## config.mk

```make
export PLATFORM = sky130hd
export DESIGN_NAME = regfile_write_queue_flat
export DESIGN_NICKNAME = d
export VERILOG_FILES = /design/src/rtl/regfile_write_queue_if.sv /design/src/rtl/regfile_write_queue.sv /design/src/flat_wrapper.sv
export SDC_FILE = /design/constraint.sdc
export NUM_CORES = 1
export LEC_CHECK = 0
export CAP_MARGIN = 20
export CORE_MARGIN = 2
export CORE_UTILIZATION = 51
export CTS_BUF_LIST = sky130_fd_sc_hd__clkbuf_2
export CTS_CLUSTER_SIZE = 8
export DETAILED_ROUTE_END_ITERATION = 8
export GPL_ROUTABILITY_DRIVEN = 0
export PLACE_DENSITY = 0.82
export SETUP_SLACK_MARGIN = 0.2
export SYNTH_ARGS = -nofsm -noshare
export SYNTH_HDL_FRONTEND = slang
export SYNTH_SLANG_ARGS = --single-unit
```

## constraint.sdc

```tcl
create_clock -name clk -period 3.33 [get_ports clk]
set_clock_uncertainty 0.1 [all_clocks]
set_input_delay 0.666 -clock clk [delete_from_list [all_inputs] [get_ports clk]]
set_output_delay 0.666 -clock clk [all_outputs]
set_load 0.01 [all_outputs]
```

## src/rtl/regfile_write_queue_if.sv

```systemverilog
// Request-side and issue-side signals of the register-file write queue.
// The master drives requests and hold; the slave (the queue) drives ready and the issued strobe.
interface regfile_write_queue_if #(
    parameter int DEPTH  = 4,
    parameter int ADDR_W = 3,
    parameter int DATA_W = 32
);
    localparam int CNT_W = $clog2(DEPTH + 1);

    logic              in_valid;
    logic              in_ready;
    logic [ADDR_W-1:0] in_addr;
    logic [DATA_W-1:0] in_data;
    logic              hold;
    logic              wr_en;
    logic [ADDR_W-1:0] wr_addr;
    logic [DATA_W-1:0] wr_data;
    logic [CNT_W-1:0]  count;

    modport master (
        output in_valid, in_addr, in_data, hold,
        input  in_ready, wr_en, wr_addr, wr_data, count
    );

    modport slave (
        input  in_valid, in_addr, in_data, hold,
        output in_ready, wr_en, wr_addr, wr_data, count
    );
endinterface

```

## src/rtl/regfile_write_queue.sv

```systemverilog
// Write-request FIFO feeding the register-file 3:8 write decoder.
// Each accepted request becomes exactly one registered wr_en strobe, in strict FIFO order.
module regfile_write_queue #(
    parameter int DEPTH  = 4,
    parameter int ADDR_W = 3,
    parameter int DATA_W = 32
) (
    input  logic               clk,
    input  logic               reset,
    regfile_write_queue_if.slave bus
);
    localparam int PTR_W = $clog2(DEPTH);
    localparam int CNT_W = $clog2(DEPTH + 1);
    localparam int ENT_W = ADDR_W + DATA_W;

    logic [ENT_W-1:0]  mem_q [DEPTH];
    logic [PTR_W-1:0]  rd_ptr_q, rd_ptr_d;
    logic [PTR_W-1:0]  wr_ptr_q, wr_ptr_d;
    logic [CNT_W-1:0]  count_q, count_d;
    logic              wr_en_q, wr_en_d;
    logic [ADDR_W-1:0] wr_addr_q, wr_addr_d;
    logic [DATA_W-1:0] wr_data_q, wr_data_d;

    logic              ready;
    logic              push;
    logic              pop;
    logic [ADDR_W-1:0] head_addr;
    logic [DATA_W-1:0] head_data;

    // Ready depends only on the registered count, so a full queue refuses a push even on a pop edge.
    assign ready = (count_q < CNT_W'(DEPTH)) && !reset;
    assign push  = bus.in_valid && ready;
    assign pop   = (count_q != '0) && !bus.hold;

    assign {head_addr, head_data} = mem_q[rd_ptr_q];

    always_comb begin
        rd_ptr_d  = rd_ptr_q;
        wr_ptr_d  = wr_ptr_q;
        count_d   = count_q;
        wr_en_d   = 1'b0;
        wr_addr_d = wr_addr_q;
        wr_data_d = wr_data_q;

        if (push) begin
            wr_ptr_d = wr_ptr_q + PTR_W'(1);
        end

        if (pop) begin
            rd_ptr_d  = rd_ptr_q + PTR_W'(1);
            wr_en_d   = 1'b1;
            wr_addr_d = head_addr;
            wr_data_d = head_data;
        end

        case ({push, pop})
            2'b10:   count_d = count_q + CNT_W'(1);
            2'b01:   count_d = count_q - CNT_W'(1);
            default: count_d = count_q;
        endcase
    end

    always_ff @(posedge clk or posedge reset) begin
        if (reset) begin
            rd_ptr_q  <= '0;
            wr_ptr_q  <= '0;
            count_q   <= '0;
            wr_en_q   <= 1'b0;
            wr_addr_q <= '0;
            wr_data_q <= '0;
        end else begin
            rd_ptr_q  <= rd_ptr_d;
            wr_ptr_q  <= wr_ptr_d;
            count_q   <= count_d;
            wr_en_q   <= wr_en_d;
            wr_addr_q <= wr_addr_d;
            wr_data_q <= wr_data_d;
        end
    end

    // Storage is never reset; count and pointers alone decide what is valid.
    always_ff @(posedge clk) begin
        if (push) begin
            mem_q[wr_ptr_q] <= {bus.in_addr, bus.in_data};
        end
    end

    assign bus.in_ready = ready;
    assign bus.wr_en    = wr_en_q;
    assign bus.wr_addr  = wr_addr_q;
    assign bus.wr_data  = wr_data_q;
    assign bus.count    = count_q;
endmodule

```

## src/flat_wrapper.sv

```systemverilog
// flat-port wrapper written by rule: the top's interface ports become plain ports
module regfile_write_queue_flat 
#(
    parameter int DEPTH  = 4,
    parameter int ADDR_W = 3,
    parameter int DATA_W = 32
)
  (clk, reset, bus_in_valid, bus_in_addr, bus_in_data, bus_hold, bus_in_ready, bus_wr_en, bus_wr_addr, bus_wr_data, bus_count);
  regfile_write_queue_if #(.DEPTH(DEPTH), .ADDR_W(ADDR_W), .DATA_W(DATA_W)) bus_i ();
  input  logic clk;
  input  logic reset;
  input wire logic [$bits(bus_i.in_valid)-1:0] bus_in_valid;
  input wire logic [$bits(bus_i.in_addr)-1:0] bus_in_addr;
  input wire logic [$bits(bus_i.in_data)-1:0] bus_in_data;
  input wire logic [$bits(bus_i.hold)-1:0] bus_hold;
  output wire logic [$bits(bus_i.in_ready)-1:0] bus_in_ready;
  output wire logic [$bits(bus_i.wr_en)-1:0] bus_wr_en;
  output wire logic [$bits(bus_i.wr_addr)-1:0] bus_wr_addr;
  output wire logic [$bits(bus_i.wr_data)-1:0] bus_wr_data;
  output wire logic [$bits(bus_i.count)-1:0] bus_count;
  assign bus_i.in_valid = bus_in_valid;
  assign bus_i.in_addr = bus_in_addr;
  assign bus_i.in_data = bus_in_data;
  assign bus_i.hold = bus_hold;
  assign bus_in_ready = bus_i.in_ready;
  assign bus_wr_en = bus_i.wr_en;
  assign bus_wr_addr = bus_i.wr_addr;
  assign bus_wr_data = bus_i.wr_data;
  assign bus_count = bus_i.count;
  regfile_write_queue #(.DEPTH(DEPTH), .ADDR_W(ADDR_W), .DATA_W(DATA_W)) u_core (.clk(clk), .reset(reset), .bus(bus_i));
endmodule
```

Word-level counts from Yosys, hierarchy flattened
Memories as Yosys holds them, arrays and structs flattened. A register that Yosys moved wholly into a read port is not among the register bits. Cells that the tools add are included.

Add/subtract/negate cells: 4. Multiplexer cells: 4. Order comparisons: 1. Eq/ne operators: 2. Reductions and logical operators: 7.

Operators with widths (count): $pmux W3 S2 (1); $add A2 B1 Y2 const B (2); $add A3 B1 Y3 const B (1); $logic_and A1 B1 Y1 (3); $lt A3 B3 Y1 const B (1); $mux W1 (3); $reduce_bool A3 Y1 (1); $sub A3 B1 Y3 const B (1); $eq A2 B1 Y1 const B (1); $eq A2 B2 Y1 const B (1); $logic_not A1 Y1 (2); $reduce_bool A2 Y1 (1).

Memories kept: 1. Register bits after elaboration: 8. Logic and storage cells: 23. Output and inout bits: 40. Memory bits (writable): 140. Bits of input ports: 39.

Memories: u_core.mem_q (words 4, width 35, rd ports 1, clocked after memory_dff 1, wr ports 1, line regfile_write_queue.sv:16) `logic [ENT_W-1:0] mem_q [DEPTH];`.

Logic depth before layout (Yosys ltp)
Gate-level depths: netlist (run 1).

Depth after elaboration: 5. Gate-level depth with buffers: 9. Gate-level depth less buffers: 9.

Least setup slack after synthesis (run 1)
Ideal clock, no wire load.

Kind: input-to-reg. Start: input port reset. End: memory u_core.mem_q[0][0] (netlist bit) (enable). Stages: 2. Data arrival time: 1.916 ns. Data required time: 2.834 ns. Slack: 0.919 ns. Setup time: 0.396 ns. Buffers on the path: 0. Path through: nor2_1 -> and3_1.

Cells in the longest elaborated chain, start to end: 5.

RTL lines: start, declared (line flat_wrapper.sv:11) `input logic reset;`; $logic_not A1 Y1 (line regfile_write_queue.sv:31) `assign ready = (count_q < CNT_W'(DEPTH)) && !reset;`; $logic_and A1 B1 Y1 (line regfile_write_queue.sv:31); $logic_and A1 B1 Y1 (line regfile_write_queue.sv:32) `assign push = bus.in_valid && ready;`; $mux W1 (line regfile_write_queue.sv:83) `if (push) begin`; $mux W1 (implied by the code) (line regfile_write_queue.sv:84) `mem_q[wr_ptr_q] <= {bus.in_addr, bus.in_data};`; end, declared (line regfile_write_queue.sv:16).

Every way passes these cells.

Final worst setup path (run 1)
Start: register u_core.count_q[2], in the netlist u_core.bus.count[2]. End: output port bus_in_ready.

Cells in the longest elaborated chain, start to end: 2.

RTL lines: start, declared (line regfile_write_queue.sv:19) `logic [CNT_W-1:0] count_q, count_d;`; start signal, assigned (line regfile_write_queue.sv:74) `count_q <= count_d;`; $lt A3 B3 Y1 (line regfile_write_queue.sv:31); $logic_and A1 B1 Y1 (line regfile_write_queue.sv:31); end, declared (line flat_wrapper.sv:16) `output wire logic [$bits(bus_i.in_ready)-1:0] bus_in_ready;`.

Every way passes these cells.

==> flow_summary_export.csv, run 1 <==
group,metric,value,unit
floorplan,start_util,0.522,
clock_network,htreeDepth,4,
setup_path,critPathMaxFanout,6,
route,top_layer,"met4",
run,maxCapViolCount,0,
clock_network,cts_tree,"yes",
setup_path,critPathSlowestCell,"clkdlybuf4s50_1",
route,drtAntennaViolNets,0,
sta,fin_crit_sh,0.881,
synth,synth_area_leader_cell,"edfxtp_1",
outcome,status,"finished clean",
synth,netlist_instances,295,
sta,setup_ws,0.396,ns
layout,area_delta_synth_final,17.9,%
sta,max_freq,0.341,GHz
floorplan,ios,79,
pwr,max-vdd-ir-drop,0.330,mV
floorplan,fp.dieW,120,um
sta,slew_headroom,0.384,
synth,synth.area.top_cells,"edfxtp_1, dfrtp_1, mux4_2",
synth,avgSynthCellArea,23.4,sq um
clock_network,numClockSinks,183,
pwr,power_leakage,2.89,nW
route,routed-wl-met3,547,um
sta,slew_violations,0,
clock_network,clock_latency,0.76,ns
clock_network,clk_path_buf_depth,2,
floorplan,row_count,42,
global_routing,grt_max_degree,44,
route,drt_iter0_drc,205,
setup_path,end_kind,"output pin",
route,vias,3154,
pwr,power_per_cell_area,747,nW/um^2
placed_design,io_buffers,78,
floorplan,die_area,14500,sq um
route,dr_wl_met2,6.05,mm
hold_path,hold_path_class,"input port to flop",
layout,num-fill-cells,951,
setup_path,cp-start-kind,"flop",
setup_path,crit_path_cell_trace,"nor2_1 > clkdlybuf4s50_1",
route,m1WireLength,5.03,mm
route,drc,0,
placed_design,pre_cts_ws,0.521,ns
global_routing,grt_pass1_wl,18.7,mm
sta,hold_viol_final,0,
layout,drive_gt1_frac,0.279,
layout,nNetsFinal,441,
global_routing,grt_use_total,0.180,
setup_path,slowest_delay,0.60,ns
synth,ys_seq_area_frac,0.764,
setup_path,required,2.56,ns
synth,synth_cell_type_count,22,
synth,ys_ff_latch,183,
clock_network,clk_pin_slew,0.24,ns
synth,netlist_area,6920,sq um
sta,finalSetupViolCount,0,
setup_path,crit_type,"flop to output pin",
synth,synth_nets,340,
route,via_per_inst,5.37,
setup_path,critical_path_arrival,2.17,ns
floorplan,core,13200,sq um
route,routed_wl,11.9,mm
route,drt-pass1-iter-count,4,
layout,final_common_cell,"edfxtp_1",
floorplan,fp.dieH,120,um
global_routing,antenna_found_initial,1,
global_routing,grt_pass1_vias,3424,
sta,fin_tns_setup,0,ns
synth,synth_top_area_frac,0.608,
global_routing,grt-ovfl-total,0,
clock_network,cts-root-buf,"clkbuf_2",
synth,yosysWarnings,0,
route,routedWlPerCell,20.2,um
sta,worstMarginPinSlew,0.924,ns
clock_network,cts_inserted_buffers,17,
sta,min_period,2.93,ns
sta,rsz0062_at_grt,"no",
layout,layout_common_cells,"edfxtp_1, clkdlybuf4s50_1, dfrtp_1",
placed_design,dp_hpwl,7.61,mm
-- final timing paths --
path / startpoint / end / slack [ns] / cells after the start
setup / recovery: u_core.bus.count[2] / bus_in_ready / 0.40 / 2
max in group asynchronous: reset / u_core.rd_ptr_q[1] / 2.10 / 4
min in group asynchronous: reset / u_core.bus.wr_data[28] / 0.54 / 3
hold / removal: bus_in_data[1] / u_core.mem_q[0][1] / 0.41 / 1
setup reg to reg: u_core.bus.count[2] / u_core.bus.count[2] / 1.11 / 9
hold reg to reg: u_core.bus.wr_data[12] / u_core.bus.wr_data[12] / 0.44 / 1
-- report_power, final --
part	switching [W]	internal, W	leakage, nW
clock	0.000700	0.000179	0.106
sequential	0.000343	0.00286	1.77
combinational	0.000720	0.00128	1.02
-- final cells by class --
class | count | area [sq um] | area share
Sequential cell | 183 | 5280 | 0.648
Tap cell | 176 | 220 | 0.0270
Antenna cell | 2 | 5.00 | 0.000614
Inverter | 7 | 26.3 | 0.00322
Clock buffer | 17 | 85.1 | 0.0104
Timing Repair Buffer | 93 | 921 | 0.113
Multi-Input combinational cell | 94 | 1520 | 0.187
Clock inverter | 15 | 88.8 | 0.0109
-- repair_timing --
item                                   4_1_cts  5_1_grt
endpoints found under the hold margin        0        4
hold buffers                                 0        1
buffers inserted                             0        0
gates resized for setup                      0        0
setup endpoints to repair                    0        0
-- Yosys cell counts --
cell      count
edfxtp_1    140
dfrtp_1      43
mux4_2       28
mux2_4       24
mux2_2       12
buf_6         7
inv_1         7
mux4_1        7
ha_1          5
and3_1        4
xor2_1        4
buf_2         2
nor2_1        2
xnor2_1       2
and2_1        1
buf_1         1
clkbuf_1      1
fa_1          1
mux2i_1       1
nor2_2        1
nor3_1        1
nor3b_1       1
-- sequential cells by signal, indices dropped and copies added (netlist names) --
name                cells
u_core.bus.wr_data     32
u_core.bus.wr_addr      3
u_core.wr_ptr_q         2
u_core.rd_ptr_q         2
u_core.mem_q          140
u_core.bus.count        3
u_core.bus.wr_en        1
-- worst max-delay path, delay by kind of cell (launching register included) --
kind,cells,cell delay (ns)
buffers and inverters,1,0.60
flip-flops,1,0.52
AND/OR/NAND/NOR,1,0.30
-- routing by layer --
metal / vias up / global-route usage
met5: - / 0
met4: 0 / 0.0770
met2: 88 / 0.290
met1: 1649 / 0.231
li1: 1395 / -
met3: 22 / 0.0509
-- through the flow --
step,utilization,cells,hold WS (ns),cell area [sq um],power [W]
after floorplan,-,295,0.434,6920,0.00445
after global placement,0.600,551,0.390,7940,0.00520
after detailed placement,0.600,551,0.397,7940,0.00529
after CTS,0.613,583,0.347,8120,0.00616
after global routing,0.615,586,0.328,8150,0.00639
final,0.616,587,0.410,8150,0.00609
-- kinds of logic (layout without fill, tap and decap cells) --
group | count (synthesis) | in the layout | share of synthesized area
buf+inv | 18 | 132 | 0.0177
fa+ha+maj | 6 | 6 | 0.0119
xor+xnor | 6 | 6 | 0.00760
simple gates | 10 | 10 | 0.00832
other cells | 0 | 2 | 0
mux | 72 | 72 | 0.191
flops | 183 | 183 | 0.764
(Power assumes the default switching activity.)
==> inputs of run 2 (changes only) <==
--- a/config.mk
+++ b/config.mk
@@ -6,7 +6,7 @@
 export NUM_CORES = 1
 export LEC_CHECK = 0
 export CAP_MARGIN = 20
-export CORE_MARGIN = 2
+export CORE_MARGIN = 4
 export CORE_UTILIZATION = 51
 export CTS_BUF_LIST = sky130_fd_sc_hd__clkbuf_2
 export CTS_CLUSTER_SIZE = 8
==> run 2 against run 1 <==
Net effect: sequential share of layout area decreased by 0.13 points; register-to-register slack hardly changed; die area is 6.8% higher; cell count down 1.4%; worst setup slack gained 0.12 ns; critical endpoint unchanged; combinational power hardly changed.
==> flow_summary_export.csv, run 2 (same netlist as run 1, synthesis figures left out) <==
group,metric,value,unit
global_routing,grt-ovfl-total,0,
layout,num-fill-cells,954,
setup_path,crit_path_cell_trace,"nor2_1 > clkdlybuf4s50_1",
sta,fin_tns_setup,0,ns
global_routing,grt_pass1_wl,18.9,mm
outcome,status,"finished clean",
layout,layout_common_cells,"edfxtp_1, clkdlybuf4s50_1, dfrtp_1",
pwr,power_per_cell_area,771,nW/um^2
global_routing,antenna_found_initial,1,
setup_path,critical_path_arrival,2.05,ns
global_routing,grt_pass1_vias,3453,
setup_path,required,2.56,ns
pwr,power_leakage,2.88,nW
setup_path,end_kind,"output pin",
setup_path,crit_type,"flop to output pin",
setup_path,critPathMaxFanout,6,
clock_network,clk_pin_slew,0.24,ns
clock_network,cts-root-buf,"clkbuf_2",
route,vias,3077,
route,drc,0,
clock_network,numClockSinks,183,
route,drt-pass1-iter-count,4,
clock_network,postCtsSetupBuffers,0,
clock_network,cts_tree,"yes",
route,drtAntennaViolNets,0,
clock_network,clock_latency,0.71,ns
clock_network,ctsResizeCount,0,
floorplan,fp.dieH,124,um
clock_network,htreeDepth,4,
setup_path,slowest_delay,0.60,ns
sta,fin_crit_sh,0.846,
route,via_per_inst,5.31,
placed_design,dp_hpwl,7.58,mm
sta,max_freq,0.355,GHz
sta,hold_viol_final,0,
layout,final_common_cell,"edfxtp_1",
floorplan,die_area,15500,sq um
setup_path,critPathSlowestCell,"clkdlybuf4s50_1",
run,maxCapViolCount,0,
clock_network,cts_inserted_buffers,17,
hold_path,hold_path_class,"input port to async pin",
sta,worstMarginPinSlew,0.958,ns
route,routed_wl,11.8,mm
setup_path,crit_buf_inv,1,
global_routing,grt_use_total,0.161,
layout,fin_util,0.617,
setup_path,critical-path-top-delay-family,"buffers and inverters",
sta,rsz0062_at_grt,"no",
sta,min_period,2.82,ns
setup_path,cp-start-kind,"flop",
sta,slew_headroom,0.360,
layout,ff_latch_area,5280,sq um
layout,nNetsFinal,434,
clock_network,ctsHoldBuffers,0,
layout,fin_cells,579,
sta,setup_ws,0.514,ns
layout,multi_input_area,1520,sq um
floorplan,row_count,42,
floorplan,start_util,0.522,
sta,slew_violations,0,
placed_design,io_buffers,78,
global_routing,grt_max_degree,44,
pwr,max-vdd-ir-drop,0.402,mV
route,routedWlPerCell,20.3,um
layout,top_register,"u_core.mem_q",
floorplan,core,13200,sq um
placed_design,pre_cts_ws,0.549,ns
sta,finalSetupViolCount,0,
route,drt_iter0_drc,252,
placed_design,dp.cells,546,
clock_network,clk_path_buf_depth,2,
layout,largest_reg_flops,140,
floorplan,ios,79,
layout,drive_gt1_frac,0.271,
floorplan,fp.dieW,124,um
layout,area_delta_synth_final,18.1,%
run 2: final cells by class:
type	instances	area share
antenna	1	0.000306
tap	176	0.0270
multi-input combinational	94	0.186
sequential	183	0.647
inverter	7	0.00322
clock inverter	14	0.0193
timing repair buffer	86	0.106
clock buffer	18	0.0110
run 2: path summary, 6_finish.rpt:
path                                   startpoint                     end  cells after the start  slack (ns)
max                           u_core.bus.count[2]            bus_in_ready                      2        0.51
min                                         reset  u_core.bus.wr_data[10]                      2        0.38
max reg2reg                    u_core.rd_ptr_q[0]  u_core.bus.wr_data[15]                      3        1.10
min reg2reg                u_core.bus.wr_data[27]  u_core.bus.wr_data[27]                      1        0.43
max in group asynchronous                   reset      u_core.rd_ptr_q[0]                      2        2.11
min in group clk           u_core.bus.wr_data[27]  u_core.bus.wr_data[27]                      1        0.43
run 2: routing by layer:
metal	vias to the layer above	part of all wire	track usage
li1	1377	-	-
met1	1610	0.41	0.198
met2	77	0.54	0.281
met3	13	0.034	0.0425
met4	0	0.012	0.0451
met5	-	0	0
run 2: report_power, final:
part	internal, W	switching, W	total (W)	leakage [nW]
Clock	0.000411	0.000714	0.00113	0.135
Sequential	0.00286	0.000338	0.00320	1.77
Combinational	0.00127	0.000701	0.00197	0.982
run 2: through the flow:
step | area [sq um] | hold WS (ns) | power [W]
after floorplan | 6920 | 0.434 | 0.00445
after global placement | 7920 | 0.394 | 0.00521
after detailed placement | 7920 | 0.395 | 0.00527
after CTS | 8170 | 0.358 | 0.00638
after global routing | 8170 | 0.370 | 0.00662
final | 8170 | 0.380 | 0.00630
